--- src/rtl/uart_pkg.sv ---
// Shared UART definitions: receiver FSM encoding and framing constants.
// The transmitter uses the same framing constants.
package uart_pkg;

   localparam int UART_DATA_BITS       = 8;
   localparam int UART_OVERSAMPLE      = 16;
   localparam int UART_MID_SAMPLE      = 7;
   localparam int UART_TICK_DIV_115200 = 27;

   // One-hot receiver states
   typedef enum logic [4:0] {
      RX_IDLE      = 5'b00001,
      RX_START     = 5'b00010,
      RX_DATA      = 5'b00100,
      RX_STOP      = 5'b01000,
      RX_WAIT_HIGH = 5'b10000
   } rx_state_t;

endpackage

--- src/rtl/uart_baud_tick.sv ---
// Oversample tick generator: a one-clk pulse every DIV board clocks.
// The transmitter can use it in place of a divided clock.
module uart_baud_tick #(
   parameter int DIV = 27
) (
   input  logic clk,
   input  logic rst_n,
   output logic tick
);

   localparam logic [7:0] LP_LAST = 8'(DIV - 1);

   logic [7:0] r_cnt;
   logic       w_wrap;

   assign w_wrap = (r_cnt == LP_LAST);
   assign tick   = w_wrap;

   // Free-running divider 0..DIV-1, wrapping on the tick cycle
   always_ff @(posedge clk or negedge rst_n) begin
      if (!rst_n) begin
         r_cnt <= '0;
      end else if (w_wrap) begin
         r_cnt <= '0;
      end else begin
         r_cnt <= r_cnt + 8'd1;
      end
   end

endmodule

--- src/rtl/uart_rx.sv ---
// 8N1 UART receiver with 16x oversampling and mid-bit sampling.
// Received bytes are held in a valid/ack register with overrun and
// framing-error reporting.
module uart_rx
   import uart_pkg::*;
#(
   parameter int TICK_DIV   = UART_TICK_DIV_115200,
   parameter int OVERSAMPLE = UART_OVERSAMPLE
) (
   input  logic       clk,
   input  logic       rst_n,
   input  logic       rxd,
   output logic [7:0] rx_data,
   output logic       rx_valid,
   input  logic       rx_ack,
   output logic       frame_err,
   output logic       overrun,
   output logic       busy
);

   localparam logic [3:0] LP_MID_SAMPLE  = 4'(UART_MID_SAMPLE);
   localparam logic [3:0] LP_LAST_SAMPLE = 4'(OVERSAMPLE - 1);
   localparam logic [3:0] LP_LAST_BIT    = 4'(UART_DATA_BITS - 1);

   logic [1:0] r_sync;
   logic       w_rxd_s;
   logic       w_tick;
   rx_state_t  r_state;
   rx_state_t  w_state_nxt;
   logic [3:0] r_sample;
   logic [3:0] w_sample_nxt;
   logic [3:0] r_bit;
   logic [3:0] w_bit_nxt;
   logic [7:0] r_shift;
   logic       w_shift_en;
   logic       w_deliver;
   logic       w_bad_stop;
   logic [7:0] r_data;
   logic       r_valid;
   logic       r_frame_err;
   logic       r_overrun;

   uart_baud_tick #(.DIV(TICK_DIV)) u_tick (
      .clk   (clk),
      .rst_n (rst_n),
      .tick  (w_tick)
   );

   assign w_rxd_s = r_sync[1];

   // Two-flop synchroniser for the asynchronous serial input (idles high)
   always_ff @(posedge clk or negedge rst_n) begin
      if (!rst_n) begin
         r_sync <= 2'b11;
      end else begin
         // NOTE: non-blocking so the second flop takes the first flop's old value.
         r_sync <= {r_sync[0], rxd};
      end
   end

   // State, counters and shift register
   always_ff @(posedge clk or negedge rst_n) begin
      if (!rst_n) begin
         r_state  <= RX_IDLE;
         r_sample <= '0;
         r_bit    <= '0;
         r_shift  <= '0;
      end else begin
         r_state  <= w_state_nxt;
         r_sample <= w_sample_nxt;
         r_bit    <= w_bit_nxt;
         if (w_shift_en) begin
            r_shift <= {w_rxd_s, r_shift[7:1]};
         end
      end
   end

   // Next-state, counter updates and strobes; everything advances on tick only
   always_comb begin
      // NOTE: every output gets a default first, so no path can infer a latch.
      w_state_nxt  = r_state;
      w_sample_nxt = r_sample;
      w_bit_nxt    = r_bit;
      w_shift_en   = 1'b0;
      w_deliver    = 1'b0;
      w_bad_stop   = 1'b0;
      if (w_tick) begin
         case (r_state)
            RX_IDLE: begin
               if (!w_rxd_s) begin
                  w_state_nxt  = RX_START;
                  w_sample_nxt = '0;
               end
            end
            RX_START: begin
               if (r_sample == LP_MID_SAMPLE) begin
                  if (!w_rxd_s) begin
                     w_state_nxt  = RX_DATA;
                     w_sample_nxt = '0;
                     w_bit_nxt    = '0;
                  end else begin
                     w_state_nxt  = RX_IDLE;
                  end
               end else begin
                  w_sample_nxt = r_sample + 4'd1;
               end
            end
            RX_DATA: begin
               if (r_sample == LP_LAST_SAMPLE) begin
                  w_shift_en   = 1'b1;
                  w_bit_nxt    = r_bit + 4'd1;
                  w_sample_nxt = '0;
                  if (r_bit == LP_LAST_BIT) begin
                     w_state_nxt = RX_STOP;
                  end
               end else begin
                  w_sample_nxt = r_sample + 4'd1;
               end
            end
            RX_STOP: begin
               if (r_sample == LP_LAST_SAMPLE) begin
                  if (w_rxd_s) begin
                     w_deliver   = 1'b1;
                     w_state_nxt = RX_IDLE;
                  end else begin
                     w_bad_stop  = 1'b1;
                     w_state_nxt = RX_WAIT_HIGH;
                  end
               end else begin
                  w_sample_nxt = r_sample + 4'd1;
               end
            end
            RX_WAIT_HIGH: begin
               if (w_rxd_s) begin
                  w_state_nxt = RX_IDLE;
               end
            end
            default: begin
               w_state_nxt = RX_IDLE;
            end
         endcase
      end
   end

   // Holding register: deliver, drop on overrun, or consume on ack
   always_ff @(posedge clk or negedge rst_n) begin
      if (!rst_n) begin
         r_data      <= '0;
         r_valid     <= 1'b0;
         r_frame_err <= 1'b0;
         r_overrun   <= 1'b0;
      end else begin
         r_frame_err <= w_bad_stop;
         if (w_deliver) begin
            if (!r_valid || rx_ack) begin
               r_data    <= r_shift;
               r_valid   <= 1'b1;
               r_overrun <= r_overrun && !rx_ack;
            end else begin
               r_overrun <= 1'b1;
            end
         end else if (r_valid && rx_ack) begin
            r_valid   <= 1'b0;
            r_overrun <= 1'b0;
         end
      end
   end

   assign rx_data   = r_data;
   assign rx_valid  = r_valid;
   assign frame_err = r_frame_err;
   assign overrun   = r_overrun;
   assign busy      = (r_state != RX_IDLE);

endmodule

--- config.mk ---
export PLATFORM = sky130hd
export DESIGN_NAME = uart_rx
export DESIGN_NICKNAME = d
export VERILOG_FILES = /design/src/rtl/uart_pkg.sv /design/src/rtl/uart_baud_tick.sv /design/src/rtl/uart_rx.sv
export SDC_FILE = /design/constraint.sdc
export NUM_CORES = 1
export LEC_CHECK = 0
export BUFFER_PORTS_ARGS = -buffer_cell sky130_fd_sc_hd__buf_2
export CORE_MARGIN = 2
export CORE_UTILIZATION = 59
export CTS_CLUSTER_DIAMETER = 50
export CTS_CLUSTER_SIZE = 8
export DETAILED_ROUTE_END_ITERATION = 7
export MAX_ROUTING_LAYER = met4
export PLACE_DENSITY = 0.78
export SLEW_MARGIN = 5
export SYNTH_ARGS = -nofsm -noshare
export SYNTH_HDL_FRONTEND = slang
export SYNTH_SLANG_ARGS = --single-unit
--- constraint.sdc ---
create_clock -name clk -period 2.24 [get_ports clk]
set_input_delay 0.336 -clock clk [delete_from_list [all_inputs] [get_ports clk]]
set_output_delay 0.336 -clock clk [all_outputs]
set_load 0.005 [all_outputs]
==> flow_summary.json, run 1 <==
{
  "initialDrtViolationCount": 120,
  "clockRootBuffer": "clkbuf_4",
  "ant_nets": 0,
  "intPower_uw": 1030,
  "synth_top_area_share_pct": 45.2,
  "finalCritPeriodShare_pct": 94.2,
  "hold_depth": 1,
  "worst_skew_pair.late_latency_ps": 350,
  "synth_area_um2": 2160,
  "dp.cells": 248,
  "critPathRequiredTime_ps": 2480,
  "drive_gt1_share_pct": 26.7,
  "finClkSkew_ps": 11.4,
  "cts_sinks": 42,
  "setup_violations": 0,
  "synth.most_common_cell": "dfrtp_1",
  "place.port_buffers": 15,
  "timing.rr.end": "rx_data[7]$_DFFE_PN0P_",
  "fin_hold_ws_ps": 90.1,
  "max_freq_mhz": 474,
  "syn_avg_cell_area_um2": 11.5,
  "drv_cap": 0,
  "place_congestion": 0.919,
  "synthesis.yosys.warnings": 0,
  "tritoncts": "yes",
  "seq_power_share_pct": 59.4,
  "power_per_cell_area_nw_per_um2": 541,
  "worstRegToRegCells": 5,
  "rows": 21,
  "comb_power_share_pct": 1.5,
  "status": "complete, no violations",
  "p_leak_uw": 0.00108,
  "synth_cells": 188,
  "ys_types": 47,
  "gr-usage-met3_pct": 5.21,
  "finalHoldViolations": 0,
  "ys_top_cells_by_count": "39 x dfrtp_1, 19 x mux2_2, 11 x nor2_1",
  "dp_hpwl_um": 3020,
  "switchingPower_uw": 257,
  "die_x_um": 64.5,
  "worstSetupPathType": "register to register",
  "use_met2_pct": 36.3,
  "antennaDiodeCount": 0,
  "setup_tns_ps": 0,
  "wl_per_cell_um": 16.3,
  "vias": 1545,
  "drtPass1Iterations": 4,
  "rsz0062_at_grt": "no",
  "globalRouteMet1Util_pct": 30.6,
  "min_to": "r_sync[0]$_DFF_PN1_",
  "cts_max_level": 2,
  "cts_setup_buffers": 0,
  "numCtsBuffers": 5,
  "ys_seq_area_share_pct": 48.8,
  "grt_pass1_vias": 1533,
  "num-nets-final": 217,
  "startpoint_type": "register",
  "reg2reg_slack_ps": 130,
  "overflow": 0,
  "initial_utilization_pct": 63.3,
  "clkTransAtPathRegs_ps": 120,
  "gr-max-usage-layer": "met2",
  "ir_drop_uv": 477,
  "synth-async-reset-ratio_pct": 100,
  "ys_seq_elements": 42,
  "grt_max_degree": 43,
  "rr_startpoint": "r_sample[1]$_DFFE_PN0P_",
  "fill_cells": 274,
  "io_pins": 16,
  "finalWorstSetupSlack_ps": 129,
  "synthFlopType": "dfrtp_1",
  "finalWirelength_um": 4180,
  "cp-end-kind": "register",
  "dpl_worst_slack_ps": 134,
  "grt_pass1_wl_um": 7210,
  "synth_edf_count": 0,
  "antenna_found_initial": 0,
  "synthTopCellsByArea": "dfrtp_1 45%, mux2_2 9.9%, dfstp_2 3.6%, xor2_1 2.4%, ha_1 2.3%",
  "multi_input_area_um2": 1020,
  "maxSlewHeadroom_pct": 40.0,
  "min-delay-start": "rxd",
  "hold_class": "input port to register",
  "worst_pin_slew_ps": 900,
  "layout.cells.non_filler": 256,
  "layout_min_cycle_time_ps": 2110,
  "die_y_um": 64.5,
  "clkPwrFrac_pct": 39.1,
  "sw_frac_of_total_pct": 19.9,
  "cts.repair.resized": 0,
  "cts_buffer_depth": 2,
  "p_total_uw": 1290,
  "slew_violations": 0,
  "die_area_um2": 4160,
  "viasPerCell": 6.04,
  "syn_to_final_growth_pct": 10.3,
  "seqCellArea_um2": 1050,
  "grtUsageTotal_pct": 23.2,
  "drc": 0,
  "syn_nets": 196,
  "synth_area_leader_cell": "dfrtp_1",
  "hold_buffers": 0,
  "core_area_um2": 3420,
  "cp_max_fo": 8,
  "cp.arrival_ps": 2350
}
## flip-flops by register name, summed over array words and instances, names as in the netlist
name / cells
r_shift: 8
rx_data: 8
u_tick.r_cnt: 8
r_state: 5
r_bit: 4
r_sample: 4
r_sync: 2
frame_err: 1
overrun: 1
rx_valid: 1
## worst max-delay path, stage by stage, from the launching register on
cell and delay [ps]:
dfrtp_1 430, ha_1 300, nand2_1 150, nor4_4 280, and4_1 460, mux2_2 380
## placed cells by master, fill, tap and decap left out, types with 6 or more instances in the layout
master and count:
buf_2 15, nor2_1 11, dfrtp_1 39, o21ai_0 6, mux2_2 19, nor3_1 6, nand2_1 8, nand3_1 8
xor2_1 6, buf_4 8, inv_1 7
## routing by layer
metal	part of all wire [%]	routed length, um	vias to the layer above
li1	-	-	736
met1	45	1890	770
met2	50	2090	33
met3	3.4	144	6
met4	1.4	60	0
met5	0	0	-
## power groups by stage
stage                     Clock (uW)  Sequential (uW)  Combinational (uW)
after detailed placement           0              780                20.2
final                            504              766                19.2
after global placement             0              780                19.5
after global routing             540              767                23.0
after CTS                        519              766                20.3
after floorplan                    0              777                4.51
## final cells by class
class / instances / share of cell area, %
sequential: 42 / 44.3
multi-input combinational: 130 / 43.0
timing repair buffer: 23 / 5.67
tap: 46 / 2.41
clock buffer: 7 / 2.31
clock inverter: 1 / 1.26
inverter: 7 / 1.10
## per-stage QoR
stage	util (%)	cell area, um2
5_1_grt	69.8	2380
3_5_place_dp	67.3	2300
4_1_cts	69.8	2380
6_report	69.8	2380
2_1_floorplan	-	2160
3_3_place_gp	67.3	2300
## logic make-up (layout without fill, tap and decap cells)
group,after synthesis,in the layout,synth area share [%]
AOI/OAI and AO/OA,29,29,10.8
and+or+nand+nor,65,65,18.9
muxes,22,22,11.3
adders and majority gates,4,4,2.32
xor gates and xnor gates,10,10,4.05
buffers and inverters,16,38,3.76
DFF,42,42,48.8
## worst max-delay path by stage
stage,startpoint,end,slack [ps],depth (start not counted)
after CTS,r_sample[1]$_DFFE_PN0P_,rx_data[4]$_DFFE_PN0P_,120,5
after detailed placement,r_sample[1]$_DFFE_PN0P_,rx_data[4]$_DFFE_PN0P_,130,5
final,r_sample[1]$_DFFE_PN0P_,rx_data[7]$_DFFE_PN0P_,130,5
after global placement,r_state[2]$_DFFE_PN0P_,rx_data[1]$_DFFE_PN0P_,240,4
after floorplan,r_state[4]$_DFFE_PN0P_,rx_data[0]$_DFFE_PN0P_,280,6
after global routing,r_sample[1]$_DFFE_PN0P_,rx_data[2]$_DFFE_PN0P_,30,5
Power figures use the tool's default switching activity.
==> run 2, diff against run 1 <==
SYNTH_HIERARCHICAL = 1   (was default)
==> flow_summary.json, run 2 <==
{
  "grt_pass1_vias": 1646,
  "core_area_um2": 3390,
  "rr_startpoint": "u_tick/r_cnt[0]$_DFF_PN0_",
  "startpoint_type": "register",
  "worstRegToRegCells": 9,
  "place_congestion": 0.830,
  "cp_max_fo": 8,
  "ys_seq_elements": 42,
  "grt_pass1_wl_um": 7410,
  "cts_buffer_depth": 2,
  "p_total_uw": 1170,
  "tritoncts": "yes",
  "clkTransAtPathRegs_ps": 130,
  "finalWorstSetupSlack_ps": -44.8,
  "drive_gt1_share_pct": 33.8,
  "ant_nets": 0,
  "rows": 21,
  "utilization_pct": 71.5,
  "seqCellArea_um2": 1050,
  "finalCritPeriodShare_pct": 102,
  "clkPwrFrac_pct": 33.0,
  "synth_top_area_share_pct": 46.5,
  "slew_violations": 0,
  "antennaDiodeCount": 0,
  "final_cell_mix": "39 x dfrtp_1, 18 x mux2_2, 15 x buf_2, 13 x nor2_1, 13 x buf_4",
  "comb_power_share_pct": 1.8,
  "sw_frac_of_total_pct": 24.3,
  "fill_cells": 236,
  "synth_cells": 190,
  "syn_to_final_growth_pct": 15.4,
  "clockRootBuffer": "clkbuf_4",
  "drv_cap": 0,
  "p_leak_uw": 0.00110,
  "syn_nets": 198,
  "worst_skew_pair.late_latency_ps": 360,
  "die_area_um2": 4050,
  "timing.rr.end": "rx_data[5]$_DFFE_PN0P_",
  "final_common_cell": "dfrtp_1",
  "multi_input_area_um2": 1030,
  "grtUsageTotal_pct": 24.2,
  "ys_types": 51,
  "ys_seq_area_share_pct": 50.2,
  "status": "complete, but fails checks",
  "synth-async-reset-ratio_pct": 100,
  "max_freq_mhz": 438,
  "synthTopCellsByArea": "dfrtp_1 46%, mux2_2 11%, dfstp_2 3.8%, ha_1 2.4%, nor2_1 2.3%",
  "syn_avg_cell_area_um2": 11.1,
  "endpoint": "rx_data[5]$_DFFE_PN0P_",
  "die_y_um": 63.7,
  "initial_utilization_pct": 61.9,
  "synth_edf_count": 0,
  "cts_sinks": 42,
  "cts_max_level": 2,
  "overflow": 0,
  "synth.most_common_cell": "dfrtp_1",
  "power_per_cell_area_nw_per_um2": 484,
  "place.port_buffers": 15,
  "dp_hpwl_um": 2970,
  "finalWirelength_um": 4260,
  "failed_checks": "negative setup slack",
  "reg2reg_slack_ps": -40,
  "setup_violations": 8,
  "intPower_uw": 888,
  "viasPerCell": 6.09,
  "io_pins": 16,
  "synth_area_um2": 2100,
  "cp-end-kind": "register",
  "grt_max_degree": 43,
  "synthesis.yosys.warnings": 6,
  "layout_min_cycle_time_ps": 2280,
  "vias": 1615,
  "wl_per_cell_um": 16.1,
  "drtPass1Iterations": 4,
  "worst_pin_slew_ps": 913,
  "initialDrtViolationCount": 83,
  "maxSlewHeadroom_pct": 39.1,
  "ys_top_cells_by_count": "39 x dfrtp_1, 20 x mux2_2, 13 x nor2_1",
  "num-nets-final": 226,
  "hold_class": "input port to register",
  "numCtsBuffers": 5,
  "critPathRequiredTime_ps": 2490,
  "cp.arrival_ps": 2540,
  "worstSetupPathType": "register to register",
  "finClkSkew_ps": 10.5,
  "drc": 0,
  "finalHoldViolations": 0,
  "switchingPower_uw": 285,
  "seq_power_share_pct": 65.2,
  "rsz0062_at_grt": "yes",
  "antenna_found_initial": 0,
  "hold_buffers": 0,
  "synth_area_leader_cell": "dfrtp_1",
  "ir_drop_uv": 353,
  "critPathLaunch": "u_tick/r_cnt[0]$_DFF_PN0_",
  "die_x_um": 63.7,
  "synthFlopType": "dfrtp_1"
}
run 2: repair_timing:
action,4_1_cts,5_1_grt
gates resized for setup,2,2
buffers inserted,2,2
endpoints found under the setup margin,9,9
pin swaps,1,1
run 2: metal layers:
layer / vias up / part of all wire [%] / track usage (%)
li1: 745 / - / -
met5: - / 0 / -
met2: 56 / 51 / 38.9
met1: 801 / 41 / 29.7
met4: 0 / 2.1 / 8.97
met3: 13 / 5.2 / 5.71
run 2: critical path, stage by stage, from the launching register on:
cell and delay, ps:
dfrtp_1 400, inv_1 60, ha_1 140, or4b_4 490, nor3_4 160, and3_4 240, nand3_4 80, a21oi_4 150
buf_12 140, mux2_2 320
run 2: cells by family after synthesis:
| kind of cell | after synthesis | synth area share, % |
|---|---|---|
| xor gates and xnor gates | 8 | 3.34 |
| muxes | 21 | 11.2 |
| buffers and inverters | 17 | 3.16 |
| AOI/OAI and AO/OA | 37 | 13.3 |
| DFF | 42 | 50.2 |
| adders and majority gates | 4 | 2.38 |
| and+or+nand+nor | 61 | 16.3 |
run 2: layout make-up:
type                            count  share of cell area [%]
Clock inverter                      3                   0.878
Clock buffer                        5                    1.55
Sequential cell                    42                    43.5
Timing Repair Buffer               29                    7.95
Tap cell                           46                    2.37
Multi-Input combinational cell    131                    42.3
Inverter                            9                    1.39
run 2: worst min-delay path by stage:
stage                        start                  end  slack (ps)  depth (start not counted)
2_1_floorplan                rst_n  frame_err$_DFF_PN0_          40                          0
3_3_place_gp   r_sync[0]$_DFF_PN1_  r_sync[1]$_DFF_PN1_         350                          0
3_5_place_dp   r_sync[0]$_DFF_PN1_  r_sync[1]$_DFF_PN1_         350                          0
4_1_cts                        rxd  r_sync[0]$_DFF_PN1_          60                          1
5_1_grt                        rxd  r_sync[0]$_DFF_PN1_          40                          1
6_report                       rxd  r_sync[0]$_DFF_PN1_          70                          1
run 2: stage by stage:
stage | TNS (ps) | hold WS (ps) | instances | worst slack [ps] | area [um2]
2_1_floorplan | -662 | 40.4 | 190 | -87.7 | 2130
3_3_place_gp | 0 | 346 | 253 | 34.9 | 2300
3_5_place_dp | -314 | 347 | 253 | -51.7 | 2300
4_1_cts | -88.7 | 62.9 | 263 | -17.5 | 2400
5_1_grt | -1150 | 36.3 | 265 | -133 | 2420
6_report | -270 | 65.8 | 265 | -44.8 | 2420
run 2: power groups by stage:
| stage | Clock, uW | Sequential, uW | Combinational [uW] |
|---|---|---|---|
| finish | 387 | 765 | 21.3 |
| CTS | 390 | 765 | 22.5 |
| global route | 430 | 766 | 25.6 |
| global placement | 0 | 779 | 21.4 |
| floorplan | 0 | 776 | 6.33 |
| detailed placement | 0 | 779 | 22.5 |
